`src/rtl/booth_radix4_seq_mult.sv`:
```
// Purpose: iterative radix-4 Booth multiplier, one partial product per clock, signed/unsigned per operation.
// Latency: WIDTH/2+1 cycles from accept edge to out_valid; one operation in flight at a time.
// Backpressure: product holds in DONE until out_ready; inputs are ignored unless in_ready (IDLE).
//
// Ports:
//   clk, rst              rising-edge clock, synchronous active-high reset
//   in_valid/in_ready     operand handshake; x, y, is_signed sampled on accept
//   out_valid/out_ready   result handshake; product is the registered 2*WIDTH-bit result
//   busy                  high while digits are being accumulated
module booth_radix4_seq_mult #(
   parameter int WIDTH = 32
) (
   input  logic                 clk,
   input  logic                 rst,
   input  logic                 in_valid,
   output logic                 in_ready,
   input  logic [WIDTH-1:0]     x,
   input  logic [WIDTH-1:0]     y,
   input  logic                 is_signed,
   output logic                 out_valid,
   input  logic                 out_ready,
   output logic [2*WIDTH-1:0]   product,
   output logic                 busy
);

   localparam int N  = WIDTH / 2 + 1;     // digits per operation
   localparam int CW = $clog2(N + 1);
   localparam int XW = WIDTH + 2;         // extended multiplicand
   localparam int MW = WIDTH + 3;         // multiplier shift register incl. implicit y[-1]
   localparam int HW = WIDTH + 3;         // running high part of the accumulator
   localparam int LW = WIDTH + 2;         // product bits retired 2 per cycle

   typedef enum logic [1:0] {
      S_IDLE = 2'd0,
      S_BUSY = 2'd1,
      S_DONE = 2'd2
   } state_t;

   state_t               state_q;
   logic [XW-1:0]        x_q;
   logic [MW-1:0]        m_q, m_d;
   logic [HW-1:0]        hi_q, hi_d;
   logic [LW-1:0]        lo_q, lo_d;
   logic [CW-1:0]        cnt_q;
   logic [2*WIDTH-1:0]   product_q;
   logic                 in_ready_q, out_valid_q, busy_q;

   logic [XW-1:0]        x_ext;
   logic [MW-1:0]        m_init;
   logic [2:0]           trip;
   logic                 sel_x, sel_2x, neg;
   logic [HW-1:0]        mag, addend, sum;
   logic                 last;
   logic                 xs, ys;

   always_comb begin
      // Operand extension: two extra top bits so the unsigned final digit
      // sees zeros above y[WIDTH-1] and absorbs the carry-out.
      xs     = is_signed & x[WIDTH-1];
      ys     = is_signed & y[WIDTH-1];
      x_ext  = {xs, xs, x};
      m_init = {ys, ys, y, 1'b0};

      // Booth triplet decode
      trip   = m_q[2:0];
      sel_x  = 1'b0;
      sel_2x = 1'b0;
      neg    = 1'b0;
      case (trip)
         3'b001, 3'b010: sel_x = 1'b1;
         3'b011:         sel_2x = 1'b1;
         3'b100: begin
            sel_2x = 1'b1;
            neg    = 1'b1;
         end
         3'b101, 3'b110: begin
            sel_x = 1'b1;
            neg   = 1'b1;
         end
         default: ;
      endcase

      mag = '0;
      if (sel_2x)
         mag = {x_q, 1'b0};
      else if (sel_x)
         mag = {x_q[XW-1], x_q};

      // Negation as inversion with the +1 folded into the same adder.
      addend = neg ? ~mag : mag;
      sum    = hi_q + addend + {{(HW-1){1'b0}}, neg};

      // Shift-accumulate: the high part shifts right arithmetically and the
      // two bits falling out are final product bits. The running sum stays
      // within +/-2^(WIDTH+2), so HW bits never overflow.
      hi_d = {sum[HW-1], sum[HW-1], sum[HW-1:2]};
      lo_d = {sum[1:0], lo_q[LW-1:2]};
      m_d  = {m_q[MW-1], m_q[MW-1], m_q[MW-1:2]};
      last = (cnt_q == CW'(N - 1));
   end

   always_ff @(posedge clk) begin
      if (rst) begin
         state_q     <= S_IDLE;
         in_ready_q  <= 1'b1;
         out_valid_q <= 1'b0;
         busy_q      <= 1'b0;
         product_q   <= '0;
         x_q         <= '0;
         m_q         <= '0;
         hi_q        <= '0;
         lo_q        <= '0;
         cnt_q       <= '0;
      end else begin
         case (state_q)
            S_IDLE: begin
               if (in_valid) begin
                  x_q        <= x_ext;
                  m_q        <= m_init;
                  hi_q       <= '0;
                  lo_q       <= '0;
                  cnt_q      <= '0;
                  state_q    <= S_BUSY;
                  in_ready_q <= 1'b0;
                  busy_q     <= 1'b1;
               end
            end
            S_BUSY: begin
               hi_q  <= hi_d;
               lo_q  <= lo_d;
               m_q   <= m_d;
               cnt_q <= cnt_q + CW'(1);
               if (last) begin
                  // After 2N = WIDTH+2 retired bits, the low 2*WIDTH bits of
                  // {hi, lo} are the exact product.
                  product_q   <= {hi_d[WIDTH-3:0], lo_d};
                  state_q     <= S_DONE;
                  busy_q      <= 1'b0;
                  out_valid_q <= 1'b1;
               end
            end
            S_DONE: begin
               if (out_ready) begin
                  state_q     <= S_IDLE;
                  out_valid_q <= 1'b0;
                  in_ready_q  <= 1'b1;
               end
            end
            default: begin
               state_q     <= S_IDLE;
               in_ready_q  <= 1'b1;
               out_valid_q <= 1'b0;
               busy_q      <= 1'b0;
            end
         endcase
      end
   end

   assign in_ready  = in_ready_q;
   assign out_valid = out_valid_q;
   assign busy      = busy_q;
   assign product   = product_q;

endmodule
```
`config.mk`:
```
export PLATFORM = sky130hd
export DESIGN_NAME = booth_radix4_seq_mult
export DESIGN_NICKNAME = d
export VERILOG_FILES = /design/src/rtl/booth_radix4_seq_mult.sv
export SDC_FILE = /design/constraint.sdc
export NUM_CORES = 1
export LEC_CHECK = 0
export CORE_ASPECT_RATIO = 1.1
export CORE_MARGIN = 2
export CORE_UTILIZATION = 60
export DETAILED_ROUTE_END_ITERATION = 16
export DONT_BUFFER_PORTS = 1
export PLACE_DENSITY = 0.76
export SLEW_MARGIN = 30
export SYNTH_ARGS = -nofsm -noshare
export SYNTH_HDL_FRONTEND = slang
export SYNTH_SLANG_ARGS = --single-unit
```
`constraint.sdc`:
```
create_clock -name clk -period 4.4 [get_ports clk]
set_clock_uncertainty 0.05 [all_clocks]
set_input_delay 0.22 -clock clk [delete_from_list [all_inputs] [get_ports clk]]
set_output_delay 0.22 -clock clk [all_outputs]
set_load 0.05 [all_outputs]
```
**Word level (Yosys, flattened, before mapping)**

Cells that the tools add are included.

- Register bits after elaboration: 211

- $add $sub $neg: 3
- Reductions and logical operators: 13
- Equality and inequality tests: 12
- Bitwise operators: 6
- Mux-type cells: 27

Operators by type and width:

| operator | number |
|---|---|
| $mux 35 | 5 |
| $pmux 35 s2 | 2 |
| $pmux 34 s2 | 1 |
| $add 35x1->35 | 1 |
| $add 35x35->35 | 1 |
| $not 35->35 | 1 |
| $mux 34 | 1 |
| $reduce_and 3->1 | 5 |
| $pmux 5 s2 | 1 |
| $eq 3x3->1 const B | 3 |
| $mux 1 | 9 |
| $pmux 1 s3 | 3 |
| $eq 3x2->1 const B | 2 |
| $mux 2 | 3 |
| $ne 2x2->1 const B | 3 |
| $pmux 2 s3 | 1 |
| $reduce_and 2->1 | 3 |
| $add 5x1->5 const B | 1 |
| $eq 5x5->1 const B | 1 |
| $mux 5 | 1 |
| $reduce_or 4->1 | 1 |
| $eq 3x1->1 const B | 1 |
| $not 1->1 | 3 |
| $reduce_or 3->1 | 1 |
| 6 further kinds | 7 |

**Longest topological paths before layout**

- Word-level depth: 10
- Gate-level depth with buffers: 16

**Worst setup path before layout**

OpenSTA, ideal clock, no wires.

- Path kind: register -> register
- From: register m_q[2]
- To: register hi_q[18]
- Data arrival time: 3.725 ns
- Setup slack: 0.499 ns
- Clock period less this slack: 3.901 ns
- Data required time: 4.224 ns
- Cell stages (with the launch flop): 16
- Path through: dfxtp_1 -> buf_1 -> clkbuf_1 -> xor2_1 -> a22oi_1 -> o21ai_0 -> fa_1 -> a21oi_1 -> o21ai_1 -> a2111o_1 -> a32oi_2 -> a21oi_1 -> a21o_1 -> a31oi_1 -> xor2_1 -> o21ai_0

- Word-level cells in the longest chain between the ends: 10
- Elaborated cells between the ends (all ways): 19
- Those cells by class: add/sub: 2; eq/ne: 6; mux: 7; bitwise: 1; reduce/logical: 3

RTL lines:

| item | line | source |
|---|---|---|
| from (decl) | 41 | `logic [MW-1:0] m_q, m_d;` |
| from (signal assigned) | 119 | `m_q <= m_init;` |
| from (signal assigned) | 131 | `m_q <= m_d;` |
| $eq 3x3->1, or another cell as far along | 69 | `case (trip)` |
| $reduce_or 4->1 (no source line) | - |  |
| $mux 1 | 69 |  |
| $mux 35 | 86 | `else if (sel_x)` |
| $mux 35 | 84 | `if (sel_2x)` |
| $not 35->35 | 90 | `addend = neg ? ~mag : mag;` |
| $mux 35 | 90 |  |
| $add 35x35->35 | 91 | `sum = hi_q + addend + {{(HW-1){1'b0}}, neg};` |
| $add 35x1->35 (*) | 91 |  |
| $pmux 35 s2 (*) | 115 | `case (state_q)` |
| to (signal assigned) | 129 | `hi_q <= hi_d;` |
| to (decl) | 42 | `logic [HW-1:0] hi_q, hi_d;` |

Mark *: on every way between the ends. The rest lies on a longest branch, timed or not.
A chain may end at the register's enable or synchronous reset.

**Worst setup path in the final report**

- From: register m_q[1]
- To: register hi_q[30]

The elaborated chain is that of the path after synthesis.

==> flow_summary.ini <==
[place]
placedCellCount = 1396
dp.final_hpwl_mm = 15.9
pre_cts_ws_ps = 463
globalplace.congestion = 0.917
io_buffers = 0

[critical_path]
startpoint_type = flip-flop
crit_fanout = 20
arrival_ps = 4310
r2r_cells = 13
required_ps = 4730
setup.worst_path.class = flip-flop to flip-flop
crit_path_start = m_q[1]$_SDFFE_PP0P_
r2r-start = m_q[1]$_SDFFE_PP0P_
cp-end-kind = flip-flop

[worst_hold_path]
holdPathStages = 3
hold_start = rst
hold_class = primary input to flip-flop

[die]
die-area_um2 = 17700
die_x_um = 127
die_height_um = 139
std_cell_rows = 49
initial_core_util = 0.612
boundaryPins = 136
core-area_um2 = 16300

[synthesis]
ys_warn_count = 0
avgSynthCellArea_um2 = 7.84
synth_cell_types = 62
async_flop_share = 0
synthesis.instances = 1274
syn_nets = 1379
ys_seq_area_frac = 0.415
synth_edf_count = 0
syn-cell-area_um2 = 9990
synth-main-ff-cell = dfxtp_1
ys_seq_elements = 207

[detailed_routing]
drt-total-wl_mm = 25.6
vias = 9119
dr.pass1.iters = 5
via_per_inst = 6.08
drc = 0
drt_iter0_markers = 686
drt-wirelength-per-cell_um = 17.1
ant_nets = 0

[cts]
cts.path.max_buffers = 3
path_clk_slew_ps = 70
cts_root_buf = clkbuf_16
cts_buffers = 21
cts_max_level = 1
postCtsSetupBuffers = 0
worstSkewPairLatency_ps = 500
cts_tree = built
cts_num_sinks = 207

[pwr]
combPwrFrac = 0.123
pwr-share-seq = 0.453
power_density_nw_per_um2 = 384
swShare = 0.260
p_int_w = 0.00326
vdd.ir_drop.worst_mv = 0.318
p_switching_w = 0.00114
power_leakage_nw = 4.40
p_clk_frac = 0.424

[grt]
met1_usage = 0.371
grt_use_met3 = 0.0373
grt_max_degree = 187
grt_use_met2 = 0.474
gr-usage-all-layers = 0.283
antenna_found_initial = 0
grt_pass1_wl_mm = 42.1
busiest_layer = met2
grt-ovfl-total = 0
grt_pass1_vias = 8549

[sta]
slew_violations = 0
setup_ws_ps = 423
worst_pin_slew_ps = 881
tns_ps = 0
finalHoldViolCount = 0
max_freq_ghz = 0.251
maxSlewHeadroom = 0.413
setup_viol = 0
rsz0062_at_grt = no
period_minus_slack_ps = 3980
min_period_over_period = 0.904

[cells_and_area]
drive_gt1_frac = 0.0610
fin_nets = 1387
final_common_cell = nand2_1
mostFrequentLayoutCells = nand2_1, dfxtp_1, a21oi_1
diodes = 0
area_growth_syn_to_layout_pct = 14.6
fin_util = 0.702
final_cells = 1500

[status]
outcome = finished, final reports clean

[flow_run]
drv_cap = 0
## power groups by stage
stage          registers [W]  logic (W)  clock network [W]
2_1_floorplan        0.00201   0.000378                  0
3_3_place_gp         0.00203   0.000449                  0
3_5_place_dp         0.00203   0.000455                  0
4_1_cts              0.00199   0.000533            0.00189
5_1_grt              0.00200   0.000599            0.00196
6_report             0.00199   0.000541            0.00186
## critical path, cell delays in order, from the launching register on
cell      delay (ps)
dfxtp_1          470
nor2_1           110
nand2_1          450
o21ai_0          260
fa_1             470
a21oi_1          200
o21ai_1          120
a2111o_1         460
a32oi_2          340
or4_4            230
a211oi_2          80
nor3_1           320
mux2i_1          240
nand2_1           60
## Yosys cell counts (2+ instances only)
cell,count,share of area
a211oi_1,6,0.0045
a21o_1,16,0.012
a21oi_1,204,0.10
a21oi_2,3,0.0026
a221o_1,3,0.0030
a22o_1,6,0.0053
a22oi_1,61,0.046
a311oi_1,2,0.0018
a31oi_1,15,0.0094
a32o_1,2,0.0020
and2_1,4,0.0025
and3_1,5,0.0031
and4_1,2,0.0018
buf_1,11,0.0041
buf_2,4,0.0020
clkbuf_1,79,0.030
dfxtp_1,207,0.41
ha_1,35,0.044
inv_1,14,0.0053
nand2_1,289,0.11
nand2b_1,4,0.0025
nand3_1,64,0.032
nand4_1,12,0.0075
nor2_1,46,0.017
nor2b_1,2,0.0013
nor3_1,9,0.0045
nor3b_1,3,0.0023
nor4_1,2,0.0013
o21a_1,3,0.0023
o21ai_0,55,0.028
o21bai_1,5,0.0038
o22ai_1,2,0.0013
or2_2,4,0.0025
or3_1,2,0.0013
or4_1,5,0.0038
xnor2_1,12,0.011
xor2_1,51,0.045
## metrics by stage
step | power, W | cell area, µm² | hold WS, ps
global placement | 0.00248 | 10000 | 250
CTS | 0.00442 | 11400 | 77.3
finish | 0.00440 | 11400 | 102
detailed placement | 0.00249 | 10000 | 254
floorplan | 0.00239 | 9990 | 306
global route | 0.00456 | 11400 | 108
## worst paths after layout
path                            slack, ps                       to
worst max-delay path                  420    hi_q[30]$_SDFFE_PP0P_
worst min register to register        400  product[0]$_SDFFE_PP0P_
worst max register to register        420    hi_q[30]$_SDFFE_PP0P_
worst min-delay path                  100    hi_q[33]$_SDFFE_PP0P_
## state kept, by name, summed over array words and instances (netlist names)
register	flops
cnt_q	5
x_q	33
m_q	35
in_ready	1
state_q	2
lo_q	32
hi_q	33
out_valid	1
product	64
busy	1
## logic make-up after synthesis
family / synth area share
AOI/OAI and AO/OA: 0.244
xor gates and xnor gates: 0.0552
adders and majority gates: 0.0459
buffers and inverters: 0.0416
DFF: 0.415
muxes: 0.00100
and+or+nand+nor: 0.197
## metal layers
metal  share of wire  routed length (µm)
met4           0.037                 953
met1            0.43               11100
met5               0                   0
met2            0.48               12200
met3           0.055                1400
## cell type report
type	instances	area [µm²]
flip-flops and latches	207	4150
inverters	14	52.6
multi-input cells	958	5480
well taps	204	255
clock buffers	31	643
fillers	1301	4860
clock inverters	6	86.3
repair buffers	80	786
## repair_timing
item                       in CTS  in global routing
gates resized for setup         0                  1
hold buffers                   67                  0
hold endpoints to repair      190                  0
setup endpoints to repair       0                  1
Note: power is estimated with default switching activity, not from simulation.
